==> src/rtl/rf_safety_pkg.sv <==
// Shared types and defaults for the RF fault shutdown path.
package rf_safety_pkg;

    typedef enum logic [1:0] {
        ST_RUN       = 2'd0,
        ST_RAMP_DOWN = 2'd1,
        ST_MUTED     = 2'd2,
        ST_RAMP_UP   = 2'd3
    } rf_state_e;

    localparam int unsigned DEF_RAMP_STEP   = 256;
    localparam int unsigned DEF_STEP_DIV    = 4;
    localparam int unsigned DEF_HOLD_CYCLES = 1000;
    localparam int unsigned FAULT_CNT_W     = 8;

endpackage

==> src/rtl/amp_ramp_step.sv <==
// Combinational saturating amplitude step toward a target, used for both ramp directions.
module amp_ramp_step #(
    parameter int unsigned WIDTH     = 16,
    parameter int unsigned RAMP_STEP = 256
) (
    input  logic [WIDTH-1:0] amp_cur,
    input  logic [WIDTH-1:0] target,
    input  logic             tick,
    input  logic             dir_up,
    output logic [WIDTH-1:0] amp_next_c
);

    localparam int unsigned EXT_W = WIDTH + 1;
    localparam logic [EXT_W-1:0] STEP_EXT = EXT_W'(RAMP_STEP);

    logic [EXT_W-1:0] cur_ext;
    logic [EXT_W-1:0] tgt_ext;
    logic [EXT_W-1:0] sum_ext;
    logic [EXT_W-1:0] floor_ext;

    // One extra bit keeps the add and the compare free of wraparound.
    assign cur_ext   = EXT_W'(amp_cur);
    assign tgt_ext   = EXT_W'(target);
    assign sum_ext   = cur_ext + STEP_EXT;
    assign floor_ext = tgt_ext + STEP_EXT;

    // Step toward the target; a target on the wrong side is taken immediately.
    always_comb begin
        amp_next_c = amp_cur;
        if (dir_up) begin
            if (tgt_ext < cur_ext) begin
                amp_next_c = target;
            end else if (tick) begin
                amp_next_c = (sum_ext > tgt_ext) ? target : WIDTH'(sum_ext);
            end
        end else begin
            if (tgt_ext > cur_ext) begin
                amp_next_c = target;
            end else if (tick) begin
                amp_next_c = (cur_ext > floor_ext) ? WIDTH'(cur_ext - STEP_EXT) : target;
            end
        end
    end

endmodule

==> src/rtl/rf_fault_shutdown.sv <==
// Ramps TX amplitude down on a watchdog fault, holds muted, ramps back up after host re-arm.
module rf_fault_shutdown
    import rf_safety_pkg::*;
#(
    parameter int unsigned WIDTH       = 16,
    parameter int unsigned RAMP_STEP   = DEF_RAMP_STEP,
    parameter int unsigned STEP_DIV    = DEF_STEP_DIV,
    parameter int unsigned HOLD_CYCLES = DEF_HOLD_CYCLES
) (
    input  logic                   clk,
    input  logic                   rst,
    input  logic                   force_reset,
    input  logic                   rearm,
    input  logic [WIDTH-1:0]       amp_in,
    output logic [WIDTH-1:0]       amp_out,
    output logic                   rf_enable,
    output logic [1:0]             state_out,
    output logic                   shutdown_active,
    output logic [FAULT_CNT_W-1:0] fault_count
);

    localparam int unsigned DIV_W  = (STEP_DIV > 1) ? $clog2(STEP_DIV) : 1;
    localparam int unsigned HOLD_W = $clog2(HOLD_CYCLES + 1);
    localparam logic [DIV_W-1:0]       DIV_LAST  = DIV_W'(STEP_DIV - 1);
    localparam logic [HOLD_W-1:0]      HOLD_MAX  = HOLD_W'(HOLD_CYCLES);
    localparam logic [FAULT_CNT_W-1:0] FAULT_MAX = '1;

    rf_state_e              state_q, state_d;
    logic [WIDTH-1:0]       amp_q, amp_d;
    logic                   rf_en_q, rf_en_d;
    logic                   shdn_q, shdn_d;
    logic [FAULT_CNT_W-1:0] fault_q, fault_d;
    logic [DIV_W-1:0]       div_q, div_d;
    logic [HOLD_W-1:0]      hold_q, hold_d;

    logic                   tick_c;
    logic [DIV_W-1:0]       div_next_c;
    logic [FAULT_CNT_W-1:0] fault_inc_c;
    logic                   ramp_up_c;
    logic [WIDTH-1:0]       ramp_tgt_c;
    logic [WIDTH-1:0]       ramp_next_c;

    assign tick_c      = (div_q == DIV_LAST);
    assign div_next_c  = tick_c ? '0 : div_q + DIV_W'(1);
    assign fault_inc_c = (fault_q == FAULT_MAX) ? fault_q : fault_q + FAULT_CNT_W'(1);
    assign ramp_up_c   = (state_q == ST_RAMP_UP);
    assign ramp_tgt_c  = ramp_up_c ? amp_in : '0;

    // Shared ramp arithmetic: toward amp_in when ramping up, toward zero when ramping down.
    amp_ramp_step #(
        .WIDTH     (WIDTH),
        .RAMP_STEP (RAMP_STEP)
    ) u_ramp (
        .amp_cur    (amp_q),
        .target     (ramp_tgt_c),
        .tick       (tick_c),
        .dir_up     (ramp_up_c),
        .amp_next_c (ramp_next_c)
    );

    // Next-state and registered-output logic; divider and hold counter clear on any transition.
    always_comb begin
        state_d = state_q;
        amp_d   = amp_q;
        rf_en_d = rf_en_q;
        fault_d = fault_q;
        div_d   = '0;
        hold_d  = '0;
        unique case (state_q)
            ST_RUN: begin
                amp_d   = amp_in;
                rf_en_d = 1'b1;
                if (force_reset) begin
                    state_d = ST_RAMP_DOWN;
                    fault_d = fault_inc_c;
                end
            end
            ST_RAMP_DOWN: begin
                if (amp_q == '0) begin
                    state_d = ST_MUTED;
                    rf_en_d = 1'b0;
                end else begin
                    amp_d = ramp_next_c;
                    div_d = div_next_c;
                end
            end
            ST_MUTED: begin
                amp_d   = '0;
                rf_en_d = 1'b0;
                hold_d  = (hold_q == HOLD_MAX) ? hold_q : hold_q + HOLD_W'(1);
                if ((hold_q == HOLD_MAX) && rearm && !force_reset) begin
                    state_d = ST_RAMP_UP;
                    rf_en_d = 1'b1;
                    hold_d  = '0;
                end
            end
            ST_RAMP_UP: begin
                rf_en_d = 1'b1;
                if (force_reset) begin
                    state_d = ST_RAMP_DOWN;
                    fault_d = fault_inc_c;
                end else if (amp_q == amp_in) begin
                    state_d = ST_RUN;
                end else begin
                    amp_d = ramp_next_c;
                    div_d = div_next_c;
                end
            end
            default: begin
                state_d = ST_RUN;
            end
        endcase
        shdn_d = (state_d != ST_RUN);
    end

    // State and output registers with synchronous reset.
    always_ff @(posedge clk) begin
        if (rst) begin
            state_q <= ST_RUN;
            amp_q   <= '0;
            rf_en_q <= 1'b1;
            shdn_q  <= 1'b0;
            fault_q <= '0;
            div_q   <= '0;
            hold_q  <= '0;
        end else begin
            state_q <= state_d;
            amp_q   <= amp_d;
            rf_en_q <= rf_en_d;
            shdn_q  <= shdn_d;
            fault_q <= fault_d;
            div_q   <= div_d;
            hold_q  <= hold_d;
        end
    end

    assign amp_out         = amp_q;
    assign rf_enable       = rf_en_q;
    assign state_out       = state_q;
    assign shutdown_active = shdn_q;
    assign fault_count     = fault_q;

endmodule

==> config.mk <==
export PLATFORM = sky130hd
export DESIGN_NAME = rf_fault_shutdown
export DESIGN_NICKNAME = d
export VERILOG_FILES = /design/src/rtl/rf_safety_pkg.sv /design/src/rtl/amp_ramp_step.sv /design/src/rtl/rf_fault_shutdown.sv
export SDC_FILE = /design/constraint.sdc
export NUM_CORES = 1
export LEC_CHECK = 0
export CAP_MARGIN = 20
export CORE_MARGIN = 10
export CORE_UTILIZATION = 45
export DETAILED_ROUTE_END_ITERATION = 12
export GPL_TIMING_DRIVEN = 0
export PLACE_DENSITY_LB_ADDON = 0.08
export SYNTH_ARGS = -nofsm -noshare
export SYNTH_HDL_FRONTEND = slang
export SYNTH_SLANG_ARGS = --single-unit
==> constraint.sdc <==
create_clock -name clk -period 3.75 [get_ports clk]
set_input_delay 0.75 -clock clk [delete_from_list [all_inputs] [get_ports clk]]
set_output_delay 0.75 -clock clk [all_outputs]
set_load 0.05 [all_outputs]
Word-level counts from Yosys, hierarchy flattened --
Index checks and enable logic that the tools add are counted. W data, S select, Z words.
Storage, ports and cells: flip-flop bits (word level) 40, input port bits 20
Cells by class: $add $sub $neg 6, magnitude comparators 4, eq/ne operators 11, multiplexer cells 26, bitwise logic cells 2, reduce and logical (&&, ||, !) cells 10
Operators by type and width (count):
- $mux W16 | 11
- $pmux W16 S4 | 1
- $add A16 B9 Y17 const B | 2
- $mux W2 | 9
- $gt A16 B17 Y1 | 1
- $gt A17 B16 Y1 | 1
- $eq A16 B16 Y1 | 1
- $gt A16 B16 Y1 | 1
- $logic_not A16 Y1 | 1
- $lt A16 B16 Y1 | 1
- $sub A16 B9 Y16 const B | 1
- $add A10 B1 Y10 const B | 1
- $eq A10 B10 Y1 const B | 1
- $add A8 B1 Y8 const B | 1
- $eq A8 B8 Y1 const B | 1
- $ne A2 B2 Y1 const B | 4
- $pmux W2 S4 | 1
- $eq A2 B2 Y1 const B | 3
- $reduce_and A3 Y1 | 2
- $pmux W2 S2 | 1
- $pmux W1 S3 | 1
- $reduce_or A3 Y1 | 1
- $add A2 B1 Y2 const B | 1
- $eq A2 B1 Y1 const B | 1
- other kinds (7) | 10

Logic depth before layout (Yosys ltp) --
depth after elaboration 11, depth in mapped cells 16

Hierarchy --
A second synthesis with hierarchy kept.
Second synthesis, totals: cells, all modules 504, area total of the unflattened synthesis 4038.9 um2
Modules (own cells, without submodules):
- rf_fault_shutdown | instances 1, cells each 243, area each 2212.1 um2, sequential area each 800.8 um2
- amp_ramp_step | instances 1, cells each 261, area each 1826.8 um2, sequential area each 0.0 um2

Worst setup path before layout --
Ideal clock, no wire load.
path type reg2reg, start register state_q[0], in the netlist state_out[0], end register amp_q[0], in the netlist amp_out[0], library setup time 72 ps, data arrival time 4361 ps, data required time 3678 ps, setup slack -683 ps, cell stages (with the launch flop) 17, period minus slack after synthesis 4433 ps, cell sequence dfxtp_1 > ha_1 > buf_4 > clkbuf_1 > clkbuf_1 > clkbuf_1 > nand2_1 > inv_1 > ha_1 > a211oi_1 > nor2_1 > nor4bb_1 > o21a_1 > clkbuf_1 > a21oi_1 > a221oi_4 > mux2i_1
On the way: longest elaborated chain between the ends 11, elaborated cells between the ends (all ways) 25, those cells by class add/sub (1); order compare (4); eq/ne (6); mux (12); reduce/logical (2)
Ends and longest elaborated chain:
- start, declared | line rf_fault_shutdown.sv:28 | rf_state_e state_q, state_d;
- start signal, assigned | line rf_fault_shutdown.sv:127 | state_q <= state_d;
- $eq A2 B2 Y1 | line rf_fault_shutdown.sv:46, rf_fault_shutdown.sv:69
- $mux W16 | line rf_fault_shutdown.sv:47 | assign ramp_tgt_c = ramp_up_c ? amp_in : '0;
- $add A16 B9 Y17 | line amp_ramp_step.sv:25 | assign floor_ext = tgt_ext + STEP_EXT;
- $gt A16 B17 Y1 | line amp_ramp_step.sv:40 | amp_next_c = (cur_ext > floor_ext) ? WIDTH'(cur_ext - STEP_EXT) : target;
- $mux W16 | line amp_ramp_step.sv:40
- $mux W16 | line amp_ramp_step.sv:39 | end else if (tick) begin
- $mux W16 | line amp_ramp_step.sv:37 | if (tgt_ext > cur_ext) begin
- $mux W16 | line amp_ramp_step.sv:30 | if (dir_up) begin
- $mux W16 | line rf_fault_shutdown.sv:102 | end else if (amp_q == amp_in) begin
- $mux W16 | line rf_fault_shutdown.sv:99 | if (force_reset) begin
- $pmux W16 S4 | line rf_fault_shutdown.sv:69 | unique case (state_q)
- end signal, assigned | line rf_fault_shutdown.sv:128 | amp_q <= amp_d;
- end, declared | line rf_fault_shutdown.sv:29 | logic [WIDTH-1:0] amp_q, amp_d;
Several ways; a longest one is shown, not always the timed one. The select of a mux whose other input is x is not followed. A chain may end at the register's enable or synchronous reset.

Worst setup path in the final report --
start register state_q[0], in the netlist state_out[0], end register amp_q[9], in the netlist amp_out[9]
The elaborated chain is that of the path after synthesis.

==> metrics.md <==
| Metric | Value |
|---|---|
| Outcome | finished, violations left |
| Failing checks | setup timing |
| H-tree levels | 2 |
| Hold Crit Class | reg -> reg |
| Crit Path Category | reg -> reg |
| Filler cells | 792 |
| CP peak stage delay | 390 ps |
| # DRC | 0 |
| Most frequent cells in the layout | inv_1, ha_1, nor2_1, clkdlybuf4s50_1, dfxtp_1 |
| Most common cell after layout, fill and taps aside | inv_1 |
| Endpoints failing hold | 0 |
| Syn avg cell area | 7.637 sq um |
| DIE HEIGHT | 113.9 um |
| Initial drt markers | 380 |
| Gr usage total | 19.47% |
| NetSw | 851.7 uW |
| Ranking of synthesized cells by area | dfxtp_1, ha_1, xor2_1 |
| CTS tree | yes |
| CP endpoint kind | flop |
| Worst-path clk slew | 80 ps |
| Vias per cell | 6.048 |
| IO buf count | 46 |
| Rel. slew slack | 44.92% |
| Multi-input gate area | 3271 sq um |
| Via count of the routed design | 4270 |
| Maximum clock rate | 0.2665 GHz |
| Initial antenna violation count | 0 |
| Final WL | 13520 um |
| Crit path DAT | 3950 ps |
| # setup viols final | 1 |
| VDD IR-drop max | 0.2166 mV |
| Fin worst setup slack | -2.581 ps |
| Sequential cell area | 808.3 sq um |
| Gate power share | 57.0% |
| Initial Util | 45.90% |
| Die width | 113.9 um |
| Maximum clock insertion buffer count | 2 |
| Power Density | 357.4 nW/um^2 |
| Worst Path Max Fanout | 8 |
| Ports | 48 |
| P_int | 1.052 mW |
| Leakage power total | 2.139 nW |
| Mapped cell area | 3964 sq um |
| Yosys cell types | 50 |
| Slowest CP cell | dfxtp_4 |
| Seq pwr share | 26.8% |
| Post-Syn Nets | 588 |
| Most used cell, CP | ha_4 |
| Sw frac | 44.75% |
| Clock Root Buffer | clkbuf_8 |
| Setup crit start kind | flop |
| CP required | 3950 ps |
| Clock sinks | 40 |
| Final RePlAce weighted congestion | 0.9117 |
| Die area | 12960 sq um |
| Layout area overhead | 34.34% |
| YS warnings | 0 |
| Drt wl/cell | 19.15 um |
| Register bit total from synthesis | 40 |
| Drt pass-1 iters | 7 |
| Max Cap Viol | 0 |
| Nets | 666 |
| Clock latency on the worst-skew pair | 290 ps |
| Synth Flop Type | dfxtp_1 |
| Grt ovf | 0 |
| Sequential share of the synthesized area | 20.20% |
| Final Slew Violations | 0 |
| Clock share of power | 16.2% |
| DRT antenna net count | 0 |
| Core ar. | 8636 sq um |
| Fin crit share | 100.1% |
| TNS Setup | -2.581 ps |
| FP Rows | 34 |
| Post-synth EDFFs | 0 |
| Worst path cell trace | ha_4 > buf_12 > clkbuf_16 > nand2_8 > nor3_4 > nand3_2 > xnor2_1 > nand2_1 > ha_4 > and3_4 > o2111ai_4 > a211oi_2 > o211ai_1 > buf_4 > buf_6 > a211o_1 > o221a_2 > o32ai_2 |
| Detailed Place HPWL | 9965 um |
| Clk_skew | 4.546 ps |
| Yosys top cell area share | 20.20% |
| Num CTS Buffers | 5 |
| Hold slack final | 426.4 ps |
| Share of flip-flops with an asynchronous set or reset | 0% |
| Fin crit period | 3753 ps |
| Largest net degree at the start of global routing | 14 |
| Cells after Synth | 519 |
| First-pass GRT wire length | 20800 um |
| Pin slew with the least headroom to its limit | 820.6 ps |
| Vias in the first global route | 4041 |
| Share of cells above drive strength 1 | 17.73% |
| Number of diodes | 0 |
| Cell taking the most area after synthesis | dfxtp_1 |
==> sequential cells by signal, indices dropped and copies added (netlist names) <==
signal,cells
amp_out,16
hold_q,10
fault_count,8
div_q,2
state_out,2
rf_enable,1
shutdown_active,1
==> metal layers <==
layer	GRT usage, %	share of wire, %	vias up
met5	0	0	-
met4	6.934	3.5	0
met3	2.992	8.7	50
met2	31.81	47	219
met1	25.35	41	1970
li1	-	-	2031
==> power groups by stage <==
stage / Combinational [mW] / Sequential (mW) / Clock (mW)
after CTS: 0.946 / 0.508 / 0.319
after detailed placement: 0.832 / 0.517 / 0
after global placement: 0.821 / 0.516 / 0
after global routing: 1.15 / 0.515 / 0.331
after floorplan: 0.484 / 0.603 / 0
final: 1.09 / 0.510 / 0.308
==> synth_stat cells (all sizes together) (3+ instances only) <==
cell and n:
nor2b 10, nor4 10, clkbuf 16, a21o 7, inv 47, o21ai 28, xnor2 22, nor2 42
dfxtp 40, nand2 40, o211ai 7, nand3 24, a31oi 8, mux2i 10, buf 6, a211oi 13
a21oi 19, ha 49, a2111oi 4, nand4 10, a311oi 7, and3 4, xor2 27, nand4b 3
nand2b 12, or3 9, nor3 14, o31ai 3, a221oi 5
==> worst max-delay path: cells and delay by family, from the launching register on <==
family | cells | cell delay, ps
buffers and inverters | 4 | 590
AND/OR/NAND/NOR | 5 | 720
XOR/XNOR | 1 | 170
AO/OA/AOI/OAI | 6 | 1290
flip-flops | 1 | 390
adder cells (fa/ha/maj) | 2 | 480
==> repair_timing <==
item | 4_1_cts | 5_1_grt
pin swaps | 12 | 28
resized for setup | 48 | 53
hold buffers | 0 | 0
setup buffers | 12 | 15
endpoints found under the setup margin | 16 | 16
endpoints found under the hold margin | 0 | 0
==> kinds of logic (layout without fill, tap and decap cells) <==
| family | after synthesis | in the layout | share of synthesized area, % |
|---|---|---|---|
| and+or+nand+nor | 182 | 182 | 22.73 |
| AOI/OAI and AO/OA | 119 | 119 | 21.37 |
| buffers and inverters | 70 | 149 | 6.881 |
| adders and majority gates | 49 | 49 | 15.47 |
| xor gates and xnor gates | 49 | 49 | 10.83 |
| DFF | 40 | 40 | 20.20 |
| muxes | 10 | 10 | 2.525 |
==> path summary, 6_finish.rpt <==
path,from,slack [ps],cells after the start,end
worst min-delay path,div_q[0],430,1,div_q[0]
worst max register to register,state_out[0],-3,18,amp_out[9]
worst max-delay path,state_out[0],-3,18,amp_out[9]
worst min register to register,div_q[0],430,1,div_q[0]
==> through the flow <==
step | instances | utilization (%) | cell area (sq um) | worst slack [ps] | total power, mW
floorplan | 519 | - | 4003 | 10.93 | 1.087
global placement | 673 | 53.25 | 4598 | -1210 | 1.337
detailed placement | 674 | 53.38 | 4609 | -1208 | 1.349
CTS | 691 | 58.01 | 5010 | 1.094 | 1.773
global route | 706 | 61.66 | 5325 | -74.47 | 1.995
finish | 706 | 61.66 | 5325 | -2.581 | 1.903
==> final cells by class <==
| type | count | share of cell area [%] |
|---|---|---|
| Timing Repair Buffer | 74 | 12.81 |
| Sequential cell | 40 | 15.18 |
| Clock inverter | 2 | 0.2585 |
| Tap cell | 108 | 2.538 |
| Inverter | 48 | 3.524 |
| Buffer | 19 | 2.726 |
| Clock buffer | 6 | 1.551 |
| Multi-Input combinational cell | 409 | 61.42 |
No activity file was read; power rests on OpenSTA's default activity.
